### config.mk
export PLATFORM = sky130hd
export DESIGN_NAME = cmd_assembler
export DESIGN_NICKNAME = d
export VERILOG_FILES = /design/src/rtl/cmd_pkg.sv /design/src/rtl/cmd_assembler.sv
export SDC_FILE = /design/constraint.sdc
export NUM_CORES = 1
export LEC_CHECK = 0
export CORE_MARGIN = 2
export CORE_UTILIZATION = 45
export DETAILED_ROUTE_END_ITERATION = 6
export GPL_TIMING_DRIVEN = 0
export PLACE_DENSITY = 0.79
export SLEW_MARGIN = 30
export SYNTH_ARGS = -nofsm -noshare
export SYNTH_HDL_FRONTEND = slang
export SYNTH_SLANG_ARGS = --single-unit
### constraint.sdc
create_clock -name clk -period 1.9 [get_ports clk]
set_input_delay 0.38 -clock clk [delete_from_list [all_inputs] [get_ports clk]]
set_output_delay 0.38 -clock clk [all_outputs]
set_load 0.05 [all_outputs]
### src/rtl/cmd_pkg.sv
// Shared definitions for the host command path: assembler state encoding,
// command width and the opcode values decoded by the command processor.
package cmd_pkg;

  localparam int CMD_W = 24;

  localparam logic [3:0] DUMP_CHN = 4'h1;
  localparam logic [3:0] CFG_GAIN = 4'h2;
  localparam logic [3:0] SET_TRIG = 4'h3;
  localparam logic [3:0] WRT_EEP  = 4'h8;
  localparam logic [3:0] RD_EEP   = 4'h9;

  typedef enum logic [1:0] {
    IDLE  = 2'd0,
    GOT1  = 2'd1,
    GOT2  = 2'd2,
    READY = 2'd3
  } asm_state_e;

endpackage

### src/rtl/cmd_assembler.sv
// Assembles three UART bytes into a 24-bit host command held until acknowledged.
// Optional inter-byte timeout is built when CMD_ASM_TIMEOUT_EN is defined.
module cmd_assembler
  import cmd_pkg::*;
#(
  parameter int TIMEOUT_CYC = 100000,
  parameter int TMO_W       = 17
) (
  input  logic             clk,
  input  logic             rst,
  input  logic             rx_rdy,
  input  logic [7:0]       rx_data,
  input  logic             clr_cmd_rdy,
  output logic [CMD_W-1:0] cmd,
  output logic             cmd_rdy,
  output logic             overrun,
  input  logic             clr_overrun
);

  // Catch a counter too narrow to ever reach the timeout value.
  if ((TMO_W < 1) || (TMO_W < 32 && (64'd1 << TMO_W) <= 64'(TIMEOUT_CYC)))
    $error("cmd_assembler: TMO_W too small for TIMEOUT_CYC");

  asm_state_e       state_q, state_d;
  logic [CMD_W-1:0] cmd_q, cmd_d;
  logic             cmd_rdy_q, cmd_rdy_d;
  logic             overrun_q, overrun_d;

`ifdef CMD_ASM_TIMEOUT_EN
  logic [TMO_W-1:0] tmo_q, tmo_d;
  localparam logic [TMO_W-1:0] TMO_LAST = TMO_W'(TIMEOUT_CYC - 1);
`endif

  always_comb begin
    state_d   = state_q;
    cmd_d     = cmd_q;
    cmd_rdy_d = cmd_rdy_q;
    overrun_d = overrun_q;
    if (clr_overrun) overrun_d = 1'b0;

    case (state_q)
      IDLE: if (rx_rdy) begin
        cmd_d[23:16] = rx_data;
        state_d      = GOT1;
      end
      GOT1: if (rx_rdy) begin
        cmd_d[15:8] = rx_data;
        state_d     = GOT2;
      end
      GOT2: if (rx_rdy) begin
        cmd_d[7:0] = rx_data;
        cmd_rdy_d  = 1'b1;
        state_d    = READY;
      end
      READY: begin
        // An ack in the same cycle as a byte frees the slot, so the byte starts a new command.
        if (clr_cmd_rdy) begin
          cmd_rdy_d = 1'b0;
          if (rx_rdy) begin
            cmd_d[23:16] = rx_data;
            state_d      = GOT1;
          end else begin
            state_d = IDLE;
          end
        end else if (rx_rdy) begin
          overrun_d = 1'b1;
        end
      end
      default: state_d = IDLE;
    endcase

`ifdef CMD_ASM_TIMEOUT_EN
    tmo_d = '0;
    if ((state_q == GOT1 || state_q == GOT2) && !rx_rdy) begin
      if (tmo_q == TMO_LAST) state_d = IDLE;
      else                   tmo_d   = tmo_q + 1'b1;
    end
`endif
  end

  always_ff @(posedge clk) begin
    if (rst) begin
      state_q   <= IDLE;
      cmd_q     <= '0;
      cmd_rdy_q <= 1'b0;
      overrun_q <= 1'b0;
`ifdef CMD_ASM_TIMEOUT_EN
      tmo_q     <= '0;
`endif
    end else begin
      state_q   <= state_d;
      cmd_q     <= cmd_d;
      cmd_rdy_q <= cmd_rdy_d;
      overrun_q <= overrun_d;
`ifdef CMD_ASM_TIMEOUT_EN
      tmo_q     <= tmo_d;
`endif
    end
  end

  assign cmd     = cmd_q;
  assign cmd_rdy = cmd_rdy_q;
  assign overrun = overrun_q;

endmodule
==> flow_metrics.py <==
metrics = {
    "worst_setup_path": {
        "crit_family": "buffers and inverters",
        "cp-end-kind": "output pin",
        "cpPeakStageDelay_ns": 0.80,
        "worstPathArrival_ns": 1.48,
        "critPathKind": "reg2out",
        "critical_path.endpoint": "cmd[22]",
        "timing.critical_path.buf_inv": 1,
        "path_cells": "clkdlybuf4s50_1",
        "regToRegSetupSlack_ns": 0.24,
        "worstReg2RegStart": "state_q[1]",
        "rr_endpoint": "cmd[23]",
        "cp.required_ns": 1.52,
        "cp.depth": 1,
        "r2r_cells": 4,
        "startpoint_type": "register",
        "cp-startpoint": "cmd[22]",
        "crit_slowest_cell": "clkdlybuf4s50_1",
        "cp_max_fo": 2,
    },
    "clock_network": {
        "cts_sinks": 28,
        "cts.clk_slew.worst_paths_ns": 0.16,
        "ctsResizeCount": 0,
        "cts.hold.buffers_added": 0,
        "clock_path_buffers": 2,
        "post_cts_buffers": 0,
        "cts_tree": "done",
        "clk-insertion-delay-late_ns": 0.33,
        "cts_inserted_buffers": 3,
        "cts-root-buf": "clkbuf_4",
        "cts_max_level": 1,
    },
    "synth": {
        "syn_nets": 164,
        "yosys.area_share.adder_pct": 6.13,
        "synthXorXnorAreaFrac_pct": 0,
        "synthCells": 145,
        "ys_seq_area_share_pct": 45.8,
        "synth_warnings": 0,
        "yosysUniqueCellTypes": 26,
        "synthMuxAreaShare_pct": 2.66,
        "syn_area_per_cell_sq_um": 8.44,
        "synth-compound-area-share_pct": 18.9,
        "yosys.area_share.simple_pct": 21.3,
        "yosys_register_bits": 28,
        "synth_top_family_by_area": "simple AND/OR/NAND/NOR gates",
        "synth_area_sq_um": 1220,
    },
    "route": {
        "ant_nets": 0,
        "drt_first_pass_iters": 4,
        "drc": 0,
        "drt_iter0_markers": 29,
        "wl_per_cell_microns": 14.5,
        "vias": 1176,
        "wirelength_microns": 3130,
        "via_per_inst": 5.44,
    },
    "worst_hold_path": {
        "hold_path.class": "in2reg",
        "whs_path_depth": 2,
    },
    "floorplanning": {
        "die-area_sq_um": 3150,
        "boundaryPins": 39,
        "floorplan.initialDensity_pct": 48.5,
        "die_w_microns": 56.1,
        "rows": 18,
        "chipHeight_microns": 56.1,
        "core-area_sq_um": 2520,
    },
    "timing": {
        "slew_headroom_pct": 66.1,
        "skew_ns": 0.0103,
        "rsz0062_at_grt": "no",
        "hold_viol_final": 0,
        "drv_slew": 0,
        "fin_crit_sh_pct": 98.0,
        "max_clock_freq_ghz": 0.537,
        "period_minus_slack_ns": 1.86,
        "setup_violations": 0,
        "tightestPinTransition_ns": 0.494,
        "fin_setup_tns_ns": 0,
    },
    "final_layout": {
        "syn_to_final_growth_pct": 41.9,
        "seq_area_sq_um": 561,
        "fin_util_pct": 68.8,
        "antenna_cells": 0,
        "final_common_cell": "dfxtp_1",
        "drive_gt1_share_pct": 6.45,
        "multiInputGateArea_sq_um": 599,
        "most-common-layout-cells": "dfxtp_1, a21oi_1, nand3_1, dlymetal6s2s_1, nand2_1",
        "nets": 206,
        "fill_cells": 217,
        "final_cell_area_sq_um": 1740,
    },
    "power": {
        "leakage_nw": 0.976,
        "power_density_nw_per_um2": 1290,
        "irDropWorstVdd_uv": 754,
    },
    "place": {
        "io_buffers": 37,
        "post_dp_cell_area_sq_um": 1630,
        "hpwl_microns": 2370,
        "place_congestion": 0.769,
    },
    "global_route": {
        "grt_pass1_vias": 1173,
        "grt_start_max_net_pins": 17,
        "grt_use_total_pct": 20.4,
        "grt_overflow": 0,
        "antenna_found_initial": 0,
        "grt_pass1_wl_microns": 5200,
    },
    "outcome": {
        "status": "finished clean",
    },
    "flow_run": {
        "maxCapViolCount": 0,
    },
}
-- Yosys cell counts --
library cell  number  area share (%)
dfxtp_1           28              46
a21oi_1           26              11
nand3_1           24             9.8
nand2_1           19             5.8
o21ai_0            9             3.7
ha_1               6             6.1
inv_1              5             1.5
buf_2              3             1.2
clkbuf_1           3            0.92
nor2b_1            3             1.5
mux2_2             2             1.8
o211ai_1           2             1.2
o22ai_1            2             1.0
and2_1             1            0.51
buf_4              1            0.61
buf_6              1            0.92
mux2i_1            1            0.82
nand2b_1           1            0.51
nand3b_1           1            0.61
nand4b_1           1            0.72
nor2_1             1            0.31
nor3_1             1            0.41
nor4_2             1             1.0
o21ba_1            1            0.82
o221a_1            1            0.92
o31ai_1            1            0.61
-- how the worst min path moves through the flow --
stage                          start    endpoint  slack (ns)
final                            rst     cmd[19]        0.39
after global routing             rst     cmd[19]        0.42
after CTS                        rst     cmd[19]        0.39
after detailed placement      cmd[3]      cmd[3]        0.45
after global placement       cmd[12]     cmd[12]        0.45
after floorplan           state_q[1]  state_q[1]        0.51
-- report_power, final --
group	switching, mW	total [mW]	internal, mW
clock network	0.178	0.391	0.213
registers	0.0745	0.766	0.692
logic	0.696	1.09	0.392
total	0.948	2.25	1.30
-- per-layer routing --
layer / track usage (%) / vias up / wire [microns]
met3: 3.26 / 2 / 161
met1: 26.5 / 553 / 1380
met4: 3.40 / 0 / 12
met5: 0 / - / 0
met2: 35.8 / 31 / 1570
li1: - / 590 / -
-- sequential cells by signal (all words and copies together) (netlist names) --
name and cells:
state_q 2, cmd_rdy 1, overrun 1, cmd 24
-- final cells by class --
class	count	share of cell area, %
Multi-Input combinational cell	104	34.5
Sequential cell	28	32.3
Timing Repair Buffer	37	24.4
Buffer	8	2.59
Tap cell	30	2.16
Clock inverter	1	1.73
Clock buffer	3	1.30
Inverter	5	1.08
-- cell families (layout without fill, tap and decap cells) --
logic type,after synthesis,in the layout
compound gates,42,42
fa+ha+maj,6,6
buf+inv,13,54
flops,28,28
mux,3,3
simple gates,53,53
-- metrics by stage --
stage	hold WS (ns)	std cells	power [mW]	setup slack, ns
floorplan	0.510	145	1.55	0.453
global placement	0.446	212	1.83	0.180
detailed placement	0.448	212	1.87	0.125
CTS	0.392	216	2.25	0.00294
global route	0.416	216	2.37	0.000425
finish	0.387	216	2.25	0.0380
(Power assumes the default switching activity.)
